**src/rtl/game_pkg.sv**
```systemverilog
`default_nettype none
// ============================================================================
// Module      : game_pkg
// Description : Shared definitions for the whack-a-mole game data path.
//               FSM state encoding, display value width, default score
//               ceiling and a helper that clamps values to two decimal digits.
// Revision    : 1.0  initial release
// ============================================================================
package game_pkg;

    // Width of every value sent to the two-digit display driver.
    localparam int VALUE_W = 7;

    // Default score ceiling.
    localparam int SCORE_MAX_DEFAULT = 99;

    // Largest value two decimal digits can show.
    localparam int DISPLAY_MAX = 99;

    typedef enum logic [1:0] {
        IDLE = 2'd0,
        PLAY = 2'd1,
        OVER = 2'd2
    } state_t;

    // Clamp a parameter value into the displayable range 0..DISPLAY_MAX.
    function automatic int clamp_display(input int value);
        if (value > DISPLAY_MAX) begin
            return DISPLAY_MAX;
        end else if (value < 0) begin
            return 0;
        end
        return value;
    endfunction

endpackage : game_pkg
`default_nettype wire

```
**src/rtl/tick_gen.sv**
```systemverilog
`default_nettype none
// ============================================================================
// Module      : tick_gen
// Description : Game-second prescaler. Counts enabled cycles 0..CLK_HZ-1 and
//               raises tick for the one cycle in which the count sits at
//               CLK_HZ-1; the count then wraps to 0.
// Ports       : clk   - rising-edge clock
//               rst   - synchronous active-high reset (count -> 0)
//               en    - count enable (high while a game is running)
//               clear - synchronous restart of the count at 0
//               tick  - one-cycle pulse every CLK_HZ enabled cycles
// Revision    : 1.0  initial release
// ============================================================================
module tick_gen #(
    parameter int CLK_HZ = 1000
) (
    input  logic clk,
    input  logic rst,
    input  logic en,
    input  logic clear,
    output logic tick
);

    localparam int CNT_W = (CLK_HZ > 1) ? $clog2(CLK_HZ) : 1;
    localparam logic [CNT_W-1:0] c_last = CNT_W'(CLK_HZ - 1);

    logic [CNT_W-1:0] r_cnt;
    logic             w_at_last;

    assign w_at_last = (r_cnt == c_last);
    assign tick      = en && w_at_last;

    always_ff @(posedge clk) begin
        if (rst || clear) begin
            r_cnt <= '0;
        end else if (en) begin
            if (w_at_last) begin
                r_cnt <= '0;
            end else begin
                r_cnt <= r_cnt + 1'b1;
            end
        end
    end

endmodule : tick_gen
`default_nettype wire

```
**src/rtl/game_data.sv**
```systemverilog
`default_nettype none
// ============================================================================
// Module      : game_data
// Description : Score and countdown keeper for the whack-a-mole game.
//               IDLE -> PLAY on start; PLAY counts seconds down from
//               GAME_TIME and moves to OVER on the tick that reaches 0.
//               Hits raise and misses lower the score (saturating).
// Ports       : clk       - rising-edge clock (CLK_HZ cycles per second)
//               rst       - synchronous active-high reset
//               start     - pulse: begin a game (from IDLE or OVER)
//               hit       - pulse: valid mole hit (+1)
//               miss      - pulse: wrong press (-1)
//               score_out - registered score 0..SCORE_MAX
//               time_out  - registered seconds remaining 0..GAME_TIME
//               playing   - high only in PLAY
//               game_over - high only in OVER
// Revision    : 1.0  initial release
// ============================================================================
module game_data
    import game_pkg::*;
#(
    parameter int CLK_HZ    = 1000,
    parameter int GAME_TIME = 60,
    parameter int SCORE_MAX = SCORE_MAX_DEFAULT
) (
    input  logic               clk,
    input  logic               rst,
    input  logic               start,
    input  logic               hit,
    input  logic               miss,
    output logic [VALUE_W-1:0] score_out,
    output logic [VALUE_W-1:0] time_out,
    output logic               playing,
    output logic               game_over
);

    // Both limits are clamped so neither display value can exceed two digits,
    // whatever the parameters are set to.
    localparam logic [VALUE_W-1:0] c_score_cap = VALUE_W'(clamp_display(SCORE_MAX));
    localparam logic [VALUE_W-1:0] c_game_time = VALUE_W'(clamp_display(GAME_TIME));

    state_t             r_state;
    logic [VALUE_W-1:0] r_score;
    logic [VALUE_W-1:0] r_time;
    logic               r_playing;
    logic               r_game_over;

    logic w_tick;
    logic w_launch;
    logic w_up;
    logic w_down;

    // A start outside PLAY launches a game; the prescaler restarts on the
    // same edge so the first second is a full CLK_HZ cycles long.
    assign w_launch = start && (r_state != PLAY);

    // Simultaneous hit and miss cancel out.
    assign w_up   = hit && !miss;
    assign w_down = miss && !hit;

    tick_gen #(
        .CLK_HZ (CLK_HZ)
    ) u_tick_gen (
        .clk   (clk),
        .rst   (rst),
        .en    (r_state == PLAY),
        .clear (w_launch),
        .tick  (w_tick)
    );

    always_ff @(posedge clk) begin
        if (rst) begin
            r_state     <= IDLE;
            r_score     <= '0;
            r_time      <= c_game_time;
            r_playing   <= 1'b0;
            r_game_over <= 1'b0;
        end else begin
            case (r_state)
                IDLE, OVER: begin
                    if (start) begin
                        r_state     <= PLAY;
                        r_score     <= '0;
                        r_time      <= c_game_time;
                        r_playing   <= 1'b1;
                        r_game_over <= 1'b0;
                    end
                end

                PLAY: begin
                    // Score updates still apply on the final tick edge.
                    if (w_up && (r_score < c_score_cap)) begin
                        r_score <= r_score + 1'b1;
                    end else if (w_down && (r_score != '0)) begin
                        r_score <= r_score - 1'b1;
                    end

                    if (w_tick) begin
                        r_time <= r_time - 1'b1;
                        if (r_time == VALUE_W'(1)) begin
                            r_state     <= OVER;
                            r_playing   <= 1'b0;
                            r_game_over <= 1'b1;
                        end
                    end
                end

                default: begin
                    r_state     <= IDLE;
                    r_score     <= '0;
                    r_time      <= c_game_time;
                    r_playing   <= 1'b0;
                    r_game_over <= 1'b0;
                end
            endcase
        end
    end

    assign score_out = r_score;
    assign time_out  = r_time;
    assign playing   = r_playing;
    assign game_over = r_game_over;

endmodule : game_data
`default_nettype wire
```
**config.mk**
```make
export PLATFORM = sky130hd
export DESIGN_NAME = game_data
export DESIGN_NICKNAME = d
export VERILOG_FILES = /design/src/rtl/game_pkg.sv /design/src/rtl/tick_gen.sv /design/src/rtl/game_data.sv
export SDC_FILE = /design/constraint.sdc
export NUM_CORES = 1
export LEC_CHECK = 0
export ABC_AREA = 1
export CAP_MARGIN = 15
export CORE_MARGIN = 2
export CORE_UTILIZATION = 60
export DETAILED_ROUTE_END_ITERATION = 16
export PLACE_DENSITY_LB_ADDON = 0.12
export SYNTH_ARGS = -nofsm -noshare
export SYNTH_HDL_FRONTEND = slang
export SYNTH_SLANG_ARGS = --single-unit
```
**constraint.sdc**
```tcl
create_clock -name clk -period 2.75 [get_ports clk]
set_clock_uncertainty 0.05 [all_clocks]
set_input_delay 0.55 -clock clk [delete_from_list [all_inputs] [get_ports clk]]
set_output_delay 0.55 -clock clk [all_outputs]
set_load 0.02 [all_outputs]
```
==> impl_metrics.py, run 1 <==
metrics = {
    "status": {
        "status": "complete, no violations",
    },
    "cts": {
        "clkTransAtPathRegs_ns": 0.16,
        "clock_latency_ns": 0.34,
        "cts_buffers": 3,
        "cts-resized-gates": 0,
        "cts_hold_buf": 0,
        "htreeDepth": 1,
        "cts_root_buf": "clkbuf_4",
        "cts.path.max_buffers": 2,
        "cts_tree": "done",
        "cts_num_sinks": 27,
        "cts_setup_buffers": 0,
    },
    "drt": {
        "drt-initial-drc-count": 94,
        "drc": 0,
        "antenna_left": 0,
        "routedWlPerCell_um": 12.3,
        "via_count": 1658,
        "dr.pass1.iters": 4,
        "via_per_inst": 5.42,
        "drt-total-wl_mm": 3.77,
    },
    "synthesis": {
        "async_flop_share_pct": 0,
        "yosysTopAreaCellShare_pct": 30.7,
        "synth_area_um2": 1760,
        "synth_common_cells": "nand2_1, inv_1, dfxtp_1, a21oi_1, nor2_1",
        "ys_seq_area_share_pct": 30.7,
        "postSynthAreaPerCell_um2": 6.95,
        "synth_edf_count": 0,
        "yosysWarnings": 0,
        "yosysMostFrequentCell": "nand2_1",
        "synth_fp_nets": 268,
        "synthDistinctLibCells": 34,
        "ys_ff_latch": 27,
        "synthFlopType": "dfxtp_1",
        "synth_cells": 253,
        "synthTopCellsByArea": "dfxtp_1, nand2_1, inv_1",
        "yosysTopAreaCell": "dfxtp_1",
    },
    "setup_path": {
        "cp_data_required_time_ns": 2.95,
        "start_kind": "input port",
        "cp_slowest_cell": "clkdlybuf4s50_1",
        "cp-end-kind": "flip-flop",
        "path_cells": "clkdlybuf4s50_1 -> inv_1 -> nor2_2 -> nand2_4 -> ha_1 -> nand2_1 -> or2_2 -> nand3_1 -> nand2_1 -> nand3_1 -> a21oi_1",
        "max_stage_delay_ns": 0.45,
        "crit_path_max_fanout": 12,
        "critical_path_class": "input port to flip-flop",
        "arrival_ns": 2.44,
    },
    "floorplan": {
        "start_util_pct": 63.2,
        "dieArea_um2": 3380,
        "core_area_um2": 2780,
        "ios": 21,
        "die_h_um": 58.1,
        "row_count": 19,
        "die_width_um": 58.1,
    },
    "power_and_ir_drop": {
        "peakVddDrop_mv": 0.350,
        "p_per_area_nw_per_um2": 484,
        "p_leak_nw": 0.863,
    },
    "run": {
        "maxCapViolCount": 0,
    },
    "worst_hold_path": {
        "hold_class": "flip-flop to flip-flop",
    },
    "sta": {
        "whs_ns": 0.437,
        "layout_min_cycle_time_ns": 2.23,
        "hold_viol": 0,
        "rsz0062_at_grt": "no",
        "tns_ns": 0,
        "worst_slew_pin_slew_ns": 0.304,
        "maxSlewHeadroom_pct": 79.7,
        "fmax_ghz": 0.448,
        "period_share_pct": 81.2,
        "setup_violations": 0,
        "slew_viol_final": 0,
    },
    "placement": {
        "gp_congestion": 0.797,
        "io_buffers": 20,
        "dpl.hpwl_mm": 2.82,
    },
    "global_route": {
        "antenna_found_initial": 0,
        "grt.total_usage_pct": 23.6,
        "first_global_vias": 1455,
        "overflow": 0,
        "grt_first_pass_wirelength_mm": 6.24,
        "grt_max_degree": 17,
    },
    "cells_and_area": {
        "syn2layout_area_growth_pct": 14.6,
        "fin_util_pct": 72.4,
        "fill_cells": 237,
        "drive_above_1_share_pct": 11.6,
        "nets": 291,
        "insertedDiodeCount": 0,
    },
}
-- stage by stage --
stage	setup slack, ns	power (W)	cell area (um2)	instances
after floorplan	0.742	0.000698	1760	253
after global placement	0.201	0.000791	1990	302
after detailed placement	0.140	0.000796	1990	302
after CTS	0.512	0.000974	2010	306
after global routing	0.358	0.00104	2010	306
final	0.516	0.000976	2010	306
-- placed cells by master, fill, tap and decap left out, drive strengths merged --
cell type / Yosys / final
nand3b: 1 / 1
clkbuf: 1 / 4
nand2: 66 / 66
nor4: 1 / 1
clkinv: 1 / 1
ha: 9 / 9
inv: 40 / 40
o21bai: 1 / 1
a221oi: 1 / 1
dfxtp: 27 / 27
a21oi: 22 / 22
buf: 2 / 1
xor2: 4 / 4
nor3: 3 / 3
clkdlybuf4s50: 0 / 20
o211ai: 5 / 5
fa: 1 / 1
o21ai: 10 / 10
or2: 3 / 3
nor2: 24 / 24
nand3: 21 / 21
a211oi: 2 / 2
nand4: 8 / 8
-- layout make-up --
type	count	area, um2	share of cell area (%)
repair buffers	21	208	10.3
flip-flops and latches	27	541	26.8
clock buffers	4	26.3	1.30
multi-input cells	182	1040	51.7
inverters	41	159	7.89
well taps	31	38.8	1.93
-- registers in the layout, indices dropped and copies added, names as in the netlist --
register and flops:
u_tick_gen.r_cnt 10, score_out 7, time_out 7, r_state 2, playing 1
-- final timing paths --
kind,from,end,slack [ns],depth (start not counted)
worst max-delay path,hit,score_out[5],0.52,11
worst min register to register,playing,playing,0.44,2
worst max register to register,score_out[2],score_out[5],0.68,11
worst min-delay path,playing,playing,0.44,2
-- logic make-up (layout without fill, tap and decap cells) --
logic type      count (synthesis)  in the layout  synth area share, %
simple gates                  127            127                 35.9
buf+inv                        44             66                 9.96
compound gates                 41             41                 13.9
flops                          27             27                 30.7
fa+ha+maj                      10             10                 7.54
xor+xnor                        4              4                 1.99
-- metal layers --
metal | GRT usage (%) | up-vias | share of wire, %
li1 | - | 872 | -
met1 | 31.5 | 749 | 49
met2 | 40.1 | 32 | 46
met3 | 2.68 | 5 | 4.2
met4 | 6.98 | 0 | 1.1
met5 | 0 | - | 0
-- worst max-delay path, delay by kind of cell --
| family | cells | cell delay, ns |
|---|---|---|
| buffers and inverters | 2 | 0.50 |
| AOI/OAI and AO/OA | 1 | 0.06 |
| adders and majority gates | 1 | 0.40 |
| and+or+nand+nor | 7 | 0.93 |
-- power by group --
part / total [W] / internal, W / switching [W]
Sequential: 0.000448 / 0.000418 / 0.0000298
Combinational: 0.000342 / 0.000130 / 0.000212
Clock: 0.000185 / 0.0000571 / 0.000128
Power figures use the tool's default switching activity.
==> run 2, diff against run 1 <==
- CORE_UTILIZATION: 60 -> 55
- clock period: 2.75 -> 2.33 ns (I/O delays scaled with it)
==> run 2 against run 1 <==
  * Sequential power up 17%
  * Sequential cell count unchanged
  * Setup slack worse by 0.29 ns
  * Largest power group unchanged
  * Total power up 19%
  * Die area up 8.4%
  * Global-route usage down 0.83 points
  * Clock power up 9.7%
==> impl_metrics.py, run 2 (synthesized netlist as in run 1, its figures left out) <==
metrics = {
    "drt": {
        "drc": 0,
        "antenna_left": 0,
        "drt-initial-drc-count": 74,
        "drt-total-wl_mm": 3.71,
        "via_count": 1654,
        "via_per_inst": 5.00,
        "routedWlPerCell_um": 11.2,
        "dr.pass1.iters": 4,
    },
    "global_route": {
        "met3_usage_pct": 3.84,
        "antenna_found_initial": 0,
        "top_usage_layer": "met2",
        "grt_max_degree": 17,
        "overflow": 0,
        "use_met1_pct": 32.6,
        "grtUsageMet2_pct": 36.5,
        "grt.total_usage_pct": 22.8,
        "grt_first_pass_wirelength_mm": 6.43,
        "first_global_vias": 1495,
    },
    "power_and_ir_drop": {
        "peakVddDrop_mv": 0.385,
        "p_leak_nw": 0.922,
        "p_per_area_nw_per_um2": 548,
    },
    "placement": {
        "dpl.hpwl_mm": 2.88,
        "gp_congestion": 0.858,
        "io_buffers": 20,
        "dpl_cell_area_um2": 2090,
        "placedCellCount": 327,
    },
    "cells_and_area": {
        "final_common_cell": "nand2_1",
        "largest_register_ffs": 10,
        "top_register": "u_tick_gen.r_cnt",
        "syn2layout_area_growth_pct": 20.6,
        "fin_area_um2": 2120,
        "final_cell_mix": "nand2_1, inv_1, dfxtp_1",
        "insertedDiodeCount": 0,
        "drive_above_1_share_pct": 15.3,
        "fin_util_pct": 69.5,
        "nets": 303,
        "final_cells": 331,
    },
    "sta": {
        "worst_slew_pin_slew_ns": 0.310,
        "fmax_ghz": 0.476,
        "period_share_pct": 90.1,
        "layout_min_cycle_time_ns": 2.10,
        "whs_ns": 0.429,
        "setup_violations": 0,
        "tns_ns": 0,
        "slew_viol_final": 0,
        "hold_viol": 0,
        "maxSlewHeadroom_pct": 79.3,
        "rsz0062_at_grt": "no",
    },
    "floorplan": {
        "start_util_pct": 57.6,
        "ios": 21,
        "die_width_um": 60.5,
        "dieArea_um2": 3660,
        "row_count": 20,
        "die_h_um": 60.5,
        "core_area_um2": 3050,
    },
    "cts": {
        "cts_hold_buf": 0,
        "htreeDepth": 1,
        "clock_latency_ns": 0.32,
        "cts.path.max_buffers": 2,
        "clkTransAtPathRegs_ns": 0.14,
        "cts_root_buf": "clkbuf_4",
        "cts_setup_buffers": 0,
        "cts_buffers": 3,
        "cts_tree": "done",
        "cts-resized-gates": 0,
        "cts_num_sinks": 27,
    },
    "worst_hold_path": {
        "worstHoldStart": "playing",
        "min_to": "playing",
        "whs_path_depth": 2,
        "hold_class": "flip-flop to flip-flop",
    },
    "setup_path": {
        "worst_r2r_path_depth": 12,
        "critical_path_class": "input port to flip-flop",
        "ff2ff_setup_slack_ns": 0.29,
        "cp-end-kind": "flip-flop",
        "arrival_ns": 2.29,
        "cp_data_required_time_ns": 2.52,
        "r2r-end": "score_out[4]",
        "start_kind": "input port",
        "r2r_start": "score_out[2]",
        "crit_path_max_fanout": 10,
    },
    "status": {
        "status": "complete, no violations",
    },
    "run": {
        "maxCapViolCount": 0,
    },
}
-- run 2: cell count changes in the layout (fill, tap and decap cells not counted) --
| cell | delta |
|---|---|
| buf_4 | +12 |
-- run 2: critical path: stages --
cell             delay [ns]
clkdlybuf4s50_1        0.45
inv_1                  0.05
nor2_2                 0.16
nand2_4                0.12
ha_1                   0.34
a21oi_1                0.18
nand2_1                0.10
or2_2                  0.28
nand4_1                0.08
a21oi_1                0.06
-- run 2: stage by stage --
stage	setup slack, ns	total power [W]
after CTS	0.231	0.00117
after global routing	0.0710	0.00125
after floorplan	0.378	0.000823
after global placement	-0.106	0.000966
after detailed placement	-0.131	0.000970
final	0.231	0.00116
-- run 2: worst max path at each step --
stage / from / to / slack (ns) / cells past startpoint
3_5_place_dp: hit / score_out[3] / -0.13 / 10
5_1_grt: hit / score_out[6] / 0.07 / 12
3_3_place_gp: hit / score_out[6] / -0.11 / 12
4_1_cts: hit / score_out[6] / 0.23 / 12
6_report: hit / score_out[3] / 0.23 / 10
2_1_floorplan: score_out[0] / score_out[3] / 0.38 / 10
-- run 2: metal layers --
metal | vias up | share of wire, %
met5 | - | 0
met4 | 0 | 1.5
met1 | 728 | 52
met3 | 8 | 2.9
li1 | 893 | -
met2 | 25 | 44
-- run 2: area by class of cell --
cell class              count  area (um2)
fillers                   269         932
well taps                  44        55.1
multi-input cells         182        1040
repair buffers             33         298
inverters                  41         159
flip-flops and latches     27         541
clock buffers               4        26.3
-- run 2: power breakdown --
group	internal [W]	switching, W
sequential	0.000494	0.0000291
clock	0.0000670	0.000136
combinational	0.000178	0.000259
total	0.000739	0.000424
==> run 3, diff against run 2 <==
--- a/config.mk
+++ b/config.mk
@@ -8,3 +8,3 @@
 export ABC_AREA = 1
-export CAP_MARGIN = 15
+export CAP_MARGIN = 20
 export CORE_MARGIN = 2
@@ -12,2 +12,3 @@
 export DETAILED_ROUTE_END_ITERATION = 16
+export GPL_TIMING_DRIVEN = 0
 export PLACE_DENSITY_LB_ADDON = 0.12
--- a/constraint.sdc
+++ b/constraint.sdc
@@ -4,2 +4,2 @@
 set_output_delay 0.466 -clock clk [all_outputs]
-set_load 0.02 [all_outputs]
+set_load 0.01 [all_outputs]
==> run 3 against run 2 <==
  * Critical endpoint is now score_out[6]
  * Clock power is 4% higher
  * Die area unchanged
  * Sequential share of layout area is 0.49 points higher
  * Total power fell by 1.9%
  * Final cell count is 3.0% lower
  * Sequential power rose by 1%
  * Cell area shrank 1.9%
  * Sequential cell count unchanged
==> impl_metrics.py, run 3 (synthesized netlist as in run 1, its figures left out) <==
metrics = {
    "sta": {
        "whs_ns": 0.426,
        "rsz0062_at_grt": "no",
        "period_share_pct": 92.9,
        "slew_viol_final": 0,
        "hold_viol": 0,
        "setup_violations": 0,
        "setup_ws_ns": 0.165,
        "worst_slew_pin_slew_ns": 0.519,
        "fmax_ghz": 0.462,
        "layout_min_cycle_time_ns": 2.16,
        "maxSlewHeadroom_pct": 65.4,
    },
    "setup_path": {
        "cp_data_required_time_ns": 2.49,
        "cp_slowest_cell": "dfxtp_1",
        "cp-end-kind": "flip-flop",
        "critical_path_class": "flip-flop to flip-flop",
        "critPathMostFrequentCell": "nand3_1",
        "arrival_ns": 2.33,
        "cp_num_buf_inv": 2,
        "crit_path_max_fanout": 12,
        "max_stage_delay_ns": 0.51,
        "path_cells": "nand2_1 -> nand3_2 -> nand2_2 -> nand2_4 -> inv_1 -> fa_1 -> inv_1 -> nand4_1 -> nand3_1 -> nand3_1 -> nand3_1 -> a21oi_1",
        "cp_top_family": "simple AND/OR/NAND/NOR gates",
        "start_kind": "flip-flop",
    },
    "floorplan": {
        "die_h_um": 60.5,
        "core_area_um2": 3050,
        "start_util_pct": 57.6,
        "row_count": 20,
        "ios": 21,
        "dieArea_um2": 3660,
        "die_width_um": 60.5,
    },
    "drt": {
        "antenna_left": 0,
        "drt-total-wl_mm": 3.56,
        "drc": 0,
        "dr.pass1.iters": 4,
        "via_per_inst": 5.13,
        "routedWlPerCell_um": 11.1,
        "drt-initial-drc-count": 91,
        "via_count": 1647,
    },
    "cts": {
        "cts_tree": "done",
        "cts-resized-gates": 0,
        "clock_latency_ns": 0.34,
        "clkTransAtPathRegs_ns": 0.16,
        "cts.path.max_buffers": 2,
        "htreeDepth": 1,
        "cts_setup_buffers": 0,
        "cts_hold_buf": 0,
        "cts_buffers": 3,
        "cts_num_sinks": 27,
        "cts_root_buf": "clkbuf_4",
    },
    "cells_and_area": {
        "fin_area_um2": 2080,
        "drive_above_1_share_pct": 13.4,
        "final_cell_mix": "nand2_1, inv_1, dfxtp_1",
        "largest_register_ffs": 10,
        "fill_cells": 285,
        "top_register": "u_tick_gen.r_cnt",
        "syn2layout_area_growth_pct": 18.4,
        "final_common_cell": "nand2_1",
        "fin_util_pct": 68.2,
        "nets": 293,
        "insertedDiodeCount": 0,
    },
    "global_route": {
        "grt_first_pass_wirelength_mm": 6.13,
        "grt_max_degree": 17,
        "antenna_found_initial": 0,
        "first_global_vias": 1375,
        "overflow": 0,
        "grt.total_usage_pct": 22.2,
    },
    "power_and_ir_drop": {
        "p_per_area_nw_per_um2": 548,
        "p_leak_nw": 0.867,
        "power_w": 0.00114,
        "peakVddDrop_mv": 0.469,
    },
    "placement": {
        "dpl.hpwl_mm": 2.73,
        "place_ws_ns": -0.245,
        "io_buffers": 20,
        "gp_congestion": 0.889,
        "dpl_cell_area_um2": 2010,
    },
    "worst_hold_path": {
        "hold_class": "flip-flop to flip-flop",
    },
    "status": {
        "status": "complete, no violations",
    },
    "run": {
        "maxCapViolCount": 0,
    },
}
## run 3: final cells by class
type | count | area (um2) | share of cell area, %
plain buffers | 3 | 16.3 | 0.782
clock buffers | 3 | 22.5 | 1.08
clock inverters | 1 | 7.51 | 0.361
inverters | 41 | 159 | 7.64
multi-input cells | 182 | 1080 | 51.9
flip-flops and latches | 27 | 541 | 26.0
well taps | 44 | 55.1 | 2.65
repair buffers | 20 | 200 | 9.62
## run 3: final timing paths
path | from | to | slack, ns | cells after the start
worst max-delay path | score_out[0] | score_out[6] | 0.17 | 12
worst min register to register | playing | playing | 0.43 | 2
worst min-delay path | playing | playing | 0.43 | 2
worst max register to register | score_out[0] | score_out[6] | 0.17 | 12
## run 3: where the power goes
| part | internal [W] | switching [W] |
|---|---|---|
| clock network | 0.0000659 | 0.000146 |
| logic | 0.000168 | 0.000231 |
| registers | 0.000494 | 0.0000355 |
## run 3: worst min-delay path, delay by kind of cell, from the launching register on
family | cells | cell delay [ns]
AOI/OAI and AO/OA | 1 | 0.05
DFF | 1 | 0.34
and+or+nand+nor | 1 | 0.06
## run 3: per-layer routing
layer	wire, um	part of all wire (%)	global-route usage, %
met1	1890	53	33.7
met2	1460	41	32.6
met3	182	5.1	4.48
met4	30	0.84	4.66
met5	0	0	0
## run 3: metrics by stage
stage	TNS, ns	std cells
finish	0	321
global route	0	321
CTS	0	321
detailed placement	-0.784	317
global placement	-0.704	317
floorplan	0	253
